<file path="src/rtl/alu_seq_pkg.sv">
// Shared types for the ALU/multiplier issue and writeback sequencer.
// The multiplier command type is also used by decode.
package alu_seq_pkg;

    localparam int MUL_EN_BIT = 3;

    typedef enum logic [2:0] {
        IDLE,
        EXEC,
        MUL_WAIT,
        WB_LO,
        WB_HI
    } alu_seq_state_t;

    typedef logic [2:0] mul_cmd_t;

endpackage

</file>
<file path="src/rtl/latency_counter.sv">
// Loadable down-counter with a zero flag.
// Used to time multiplier occupancy.
module latency_counter #(
    parameter int W = 2
) (
    input  logic         clk,
    input  logic         reset_n,
    input  logic         load,
    input  logic [W-1:0] load_val,
    input  logic         dec,
    output logic         zero
);

    logic [W-1:0] cnt_q;
    logic [W-1:0] cnt_d;

    always_comb begin
        cnt_d = cnt_q;
        if (load) begin
            cnt_d = load_val;
        end else if (dec && (cnt_q != '0)) begin
            cnt_d = cnt_q - 1'b1;
        end
    end

    always_ff @(posedge clk or negedge reset_n) begin
        if (!reset_n) begin
            cnt_q <= '0;
        end else begin
            cnt_q <= cnt_d;
        end
    end

    assign zero = (cnt_q == '0);

endmodule

</file>
<file path="src/rtl/alu_sequencer.sv">
// Issue/writeback controller for the ALU/multiplier execute block.
// Long multiplies write the low word first, then the high word.
module alu_sequencer
    import alu_seq_pkg::*;
#(
    parameter int MUL_LATENCY = 3,
    parameter int RA_W        = 4
) (
    input  logic            clk,
    input  logic            reset_n,
    input  logic            issue_valid,
    output logic            issue_ready,
    input  logic [3:0]      issue_mul_ctl,
    input  logic            issue_long,
    input  logic            issue_set_flags,
    input  logic [RA_W-1:0] issue_rd_lo,
    input  logic [RA_W-1:0] issue_rd_hi,
    input  logic [31:0]     out1,
    input  logic [31:0]     out2,
    input  logic [3:0]      cond_flags,
    output logic [3:0]      mul_ctl,
    output logic            wb_valid,
    output logic [RA_W-1:0] wb_addr,
    output logic [31:0]     wb_data,
    input  logic            wb_ready,
    output logic            flags_we,
    output logic [3:0]      flags,
    output logic            busy
);

    localparam int CW = $clog2(MUL_LATENCY + 1);

    alu_seq_state_t  state_q, state_d;
    logic [3:0]      mul_ctl_q, mul_ctl_d;
    logic [RA_W-1:0] rd_lo_q, rd_lo_d;
    logic [RA_W-1:0] rd_hi_q, rd_hi_d;
    logic            long_q, long_d;
    logic            set_flags_q, set_flags_d;
    logic [31:0]     hi_data_q, hi_data_d;
    logic            wb_valid_q, wb_valid_d;
    logic [RA_W-1:0] wb_addr_q, wb_addr_d;
    logic [31:0]     wb_data_q, wb_data_d;
    logic            flags_we_q, flags_we_d;
    logic [3:0]      flags_q, flags_d;

    logic     cnt_load;
    logic     cnt_dec;
    logic     cnt_zero;
    logic     capture;
    logic     is_mul;
    mul_cmd_t cmd;

    assign is_mul = issue_mul_ctl[MUL_EN_BIT];
    assign cmd    = mul_cmd_t'(issue_mul_ctl[2:0]);

    latency_counter #(.W(CW)) u_cnt (
        .clk      (clk),
        .reset_n  (reset_n),
        .load     (cnt_load),
        .load_val (CW'(MUL_LATENCY - 1)),
        .dec      (cnt_dec),
        .zero     (cnt_zero)
    );

    always_comb begin
        state_d     = state_q;
        mul_ctl_d   = mul_ctl_q;
        rd_lo_d     = rd_lo_q;
        rd_hi_d     = rd_hi_q;
        long_d      = long_q;
        set_flags_d = set_flags_q;
        hi_data_d   = hi_data_q;
        wb_valid_d  = wb_valid_q;
        wb_addr_d   = wb_addr_q;
        wb_data_d   = wb_data_q;
        flags_d     = flags_q;
        flags_we_d  = 1'b0;
        cnt_load    = 1'b0;
        cnt_dec     = 1'b0;
        capture     = 1'b0;

        unique case (state_q)
            IDLE: begin
                if (issue_valid) begin
                    mul_ctl_d   = {is_mul, cmd};
                    rd_lo_d     = issue_rd_lo;
                    rd_hi_d     = issue_rd_hi;
                    long_d      = issue_long & is_mul;
                    set_flags_d = issue_set_flags;
                    state_d     = is_mul ? MUL_WAIT : EXEC;
                    cnt_load    = is_mul;
                end
            end
            EXEC: capture = 1'b1;
            MUL_WAIT: begin
                capture = cnt_zero;
                cnt_dec = !cnt_zero;
            end
            WB_LO: begin
                if (wb_ready) begin
                    if (long_q) begin
                        state_d   = WB_HI;
                        wb_addr_d = rd_hi_q;
                        wb_data_d = hi_data_q;
                    end else begin
                        state_d    = IDLE;
                        wb_valid_d = 1'b0;
                        mul_ctl_d  = '0;
                    end
                end
            end
            WB_HI: begin
                if (wb_ready) begin
                    state_d    = IDLE;
                    wb_valid_d = 1'b0;
                    mul_ctl_d  = '0;
                end
            end
            default: state_d = IDLE;
        endcase

        // Low word goes out first; the high word waits in hi_data.
        if (capture) begin
            state_d    = WB_LO;
            wb_valid_d = 1'b1;
            wb_addr_d  = rd_lo_q;
            wb_data_d  = long_q ? out2 : out1;
            hi_data_d  = out1;
            flags_d    = cond_flags;
            flags_we_d = set_flags_q;
        end
    end

    always_ff @(posedge clk or negedge reset_n) begin
        if (!reset_n) begin
            state_q     <= IDLE;
            mul_ctl_q   <= '0;
            rd_lo_q     <= '0;
            rd_hi_q     <= '0;
            long_q      <= 1'b0;
            set_flags_q <= 1'b0;
            hi_data_q   <= '0;
            wb_valid_q  <= 1'b0;
            wb_addr_q   <= '0;
            wb_data_q   <= '0;
            flags_we_q  <= 1'b0;
            flags_q     <= '0;
        end else begin
            state_q     <= state_d;
            mul_ctl_q   <= mul_ctl_d;
            rd_lo_q     <= rd_lo_d;
            rd_hi_q     <= rd_hi_d;
            long_q      <= long_d;
            set_flags_q <= set_flags_d;
            hi_data_q   <= hi_data_d;
            wb_valid_q  <= wb_valid_d;
            wb_addr_q   <= wb_addr_d;
            wb_data_q   <= wb_data_d;
            flags_we_q  <= flags_we_d;
            flags_q     <= flags_d;
        end
    end

    assign issue_ready = (state_q == IDLE);
    assign busy        = (state_q != IDLE);
    assign mul_ctl     = mul_ctl_q;
    assign wb_valid    = wb_valid_q;
    assign wb_addr     = wb_addr_q;
    assign wb_data     = wb_data_q;
    assign flags_we    = flags_we_q;
    assign flags       = flags_q;

endmodule

</file>
<file path="config.mk">
export PLATFORM = sky130hd
export DESIGN_NAME = alu_sequencer
export DESIGN_NICKNAME = d
export VERILOG_FILES = /design/src/rtl/alu_seq_pkg.sv /design/src/rtl/latency_counter.sv /design/src/rtl/alu_sequencer.sv
export SDC_FILE = /design/constraint.sdc
export NUM_CORES = 1
export LEC_CHECK = 0
export CORE_ASPECT_RATIO = 0.7
export CORE_MARGIN = 2
export CORE_UTILIZATION = 48
export CTS_CLUSTER_SIZE = 12
export DETAILED_ROUTE_END_ITERATION = 8
export GPL_TIMING_DRIVEN = 0
export HOLD_SLACK_MARGIN = 0.05
export PLACE_DENSITY_LB_ADDON = 0.3
export SYNTH_ARGS = -nofsm -noshare
export SYNTH_HDL_FRONTEND = slang
export SYNTH_HIERARCHICAL = 1
export SYNTH_SLANG_ARGS = --single-unit
</file>
<file path="constraint.sdc">
create_clock -name clk -period 2 [get_ports clk]
set_input_delay 0.4 -clock clk [delete_from_list [all_inputs] [get_ports clk]]
set_output_delay 0.4 -clock clk [all_outputs]
set_load 0.03 [all_outputs]
</file>
==> impl_metrics.csv <==
group,metric,value,unit
layout,multi_input_area,2090,µm²
critical_path,r2r_slack,50,ps
synth,syn_area_per_cell,11.2,µm²
die,io-pin-count,134,
placement,dp_hpwl,9.18,mm
critical_path,end_kind,"primary output",
layout,finalCoreUtilization,71.6,%
synth,synth_edf_count,0,
critical_path,path_class,"reg2out",
cts,root_buffer,"clkbuf_16",
run_status,violations,"setup timing",
routing,drc,0,
timing,final.period_utilization,100,%
layout,postLayoutCellArea,6580,µm²
placement,io_buffers,133,
layout,fin_nets,648,
placement,place_ws,-443,ps
synth,synth-seq-cells,93,
cts,clkLatencyLatePin,350,ps
cts,numCtsBuffers,9,
cts,path_clk_slew,70,ps
power_and_ir_drop,ir_worst_vdd,1.21,mV
routing,dr_total_vias,3978,
cts,clock-sinks,93,
placement,post_dp_cell_area,6120,µm²
synth,synth_ff_type,"dfrtp_1",
global_route,grt_pass1_wl,21.5,mm
synth,synth.top_cell.area_share,50.5,%
min_path,hold_depth,1,
critical_path,worstPathArrival,1600,ps
placement,dpl.cell_count,671,
layout,n_fill_cell,678,
timing,worst_pin_slew,762,ps
die,die_h,86.0,µm
min_path,hold_path_class,"reg2reg",
routing,dr.pass1.iters,4,
layout,layoutNonFillerInstCount,690,
synth,async_reset_ff_share,100,%
synth,ys_seq_area_share,50.5,%
layout,register_area,2330,µm²
timing,finalSetupViolCount,1,
timing,setup_slack,-1.28,ps
critical_path,critPathMaxFanout,10,
layout,insertedDiodeCount,0,
critical_path,rr_worst_depth,8,
cts,cts_tree,"done",
timing,max-slew-margin-rel,49.2,%
cts,h-tree-depth,3,
timing,rsz0062_at_grt,"true",
die,dieArea,10400,µm²
timing,hold_viol,0,
synth,yosys_warnings,6,
routing,wl_per_cell,18.9,µm
routing,drtIter0Drc,218,
layout,drive_gt1_share,10.8,%
die,fp.dieW,121,µm
synth,synthCells,413,
layout,area_growth,42.7,%
synth,synth_cell_types,43,
routing,ant_nets,0,
timing,clock_skew,9.28,ps
global_route,track_usage,26.4,%
global_route,grt_antenna_before_repair,0,
synth,yosysTopAreaCell,"dfrtp_1",
run_status,status,"finished with violations",
synth,netlist_area,4610,µm²
timing,maxSlewViolCount,0,
die,fp-row-count,29,
synth,synth_area_leaders,"dfrtp_1, mux2_1, mux2i_1",
critical_path,crit_required,1600,ps
die,coreArea,9180,µm²
job,drv_cap,0,
timing,timing.fmax,0.500,GHz
power_and_ir_drop,total_power,11.3,mW
power_and_ir_drop,p_per_area,1720,nW/µm²
synth,synth_common_cells,"dfrtp_1, mux2_1, nand3_1",
placement,gp_congestion,0.812,
global_route,grt.overflow.total,0,
routing,drt_wl_total,13.0,mm
power_and_ir_drop,p_leak,2.61,nW
critical_path,start_kind,"flop",
routing,viasPerCell,5.77,
timing,finalCriticalPeriod,2000,ps
synth,yosysMostFrequentCell,"dfrtp_1",
die,start_util,50.2,%
synth,syn-num-nets,500,
cts,clock_path_buffers,2,
global_route,grt_pass1_vias,4198,
global_route,grt_max_degree,54,
## cell families (layout without fill, tap and decap cells)
kind of cell | Yosys count | after routing | share of synthesized area, %
compound gates | 121 | 121 | 16.9
flops | 93 | 93 | 50.5
mux | 80 | 80 | 18.6
simple gates | 68 | 68 | 8.66
buf+inv | 48 | 201 | 4.89
other cells | 2 | 2 | 0.163
fa+ha+maj | 1 | 1 | 0.272
## metrics by stage
stage | TNS [ps] | hold slack (ps)
CTS | 0 | 491
global route | -1010 | 503
detailed placement | -15670 | 423
finish | -1.28 | 492
floorplan | 0 | 104
global placement | -275720 | 465
## state kept, by name, indices dropped and copies added (netlist names)
name         count
rd_hi_q          4
mul_ctl          4
flags_we         1
wb_valid         1
wb_data         32
state_q          3
wb_addr          4
rd_lo_q          4
u_cnt/cnt_q      2
long_q           1
hi_data_q       32
flags            4
set_flags_q      1
## per-layer routing
metal	track usage (%)	part of all wire [%]
met1	36.2	44
met2	41.7	47
met4	6.87	1.6
met3	7.58	7.3
met5	0	0
## power breakdown
| part | switching (mW) | internal, mW |
|---|---|---|
| Clock | 0.751 | 1.25 |
| Sequential | 0.523 | 2.86 |
| Combinational | 3.28 | 2.65 |
| Total | 4.56 | 6.76 |
## final timing paths
kind | startpoint | to
max | state_q[2] | busy
min | mul_ctl[3] | mul_ctl[3]
max reg2reg | u_cnt/cnt_q[0] | hi_data_q[19]
min reg2reg | mul_ctl[3] | mul_ctl[3]
max in group asynchronous | reset_n | mul_ctl[3]
min in group asynchronous | reset_n | hi_data_q[29]
## timing repair
action | 4_1_cts | 5_1_grt
setup endpoints to repair | 62 | 66
hold buffers | 1 | 0
resized for setup | 22 | 23
endpoints found under the hold margin | 3 | 0
setup buffers | 3 | 0
## placed cells by master (no fill, tap or decap), types with 5 or more instances in the layout
| cell | instances |
|---|---|
| clkbuf_1 | 10 |
| buf_6 | 6 |
| clkbuf_4 | 6 |
| o21a_1 | 32 |
| o21ai_0 | 36 |
| dfrtp_1 | 91 |
| buf_2 | 8 |
| a211oi_1 | 5 |
| a31oi_1 | 36 |
| buf_4 | 6 |
| mux2i_1 | 35 |
| clkdlybuf4s50_1 | 130 |
| mux2_1 | 45 |
| clkbuf_16 | 9 |
| inv_1 | 9 |
| nand3_1 | 37 |
| clkbuf_2 | 8 |
| nand2_1 | 8 |
## final cells by class
cell class,instances,area share [%]
Clock buffer,10,3.63
Sequential cell,93,35.4
Buffer,38,3.54
Multi-Input combinational cell,272,31.8
Clock inverter,6,1.67
Timing Repair Buffer,138,21.0
Inverter,9,0.514
Tap cell,124,2.36
## critical path, stage by stage (launching register included)
cell and delay [ps]:
dfrtp_1 370, buf_2 180, clkbuf_4 220, nor3_4 240, inv_1 70, buf_2 180
(Power assumes the default switching activity.)
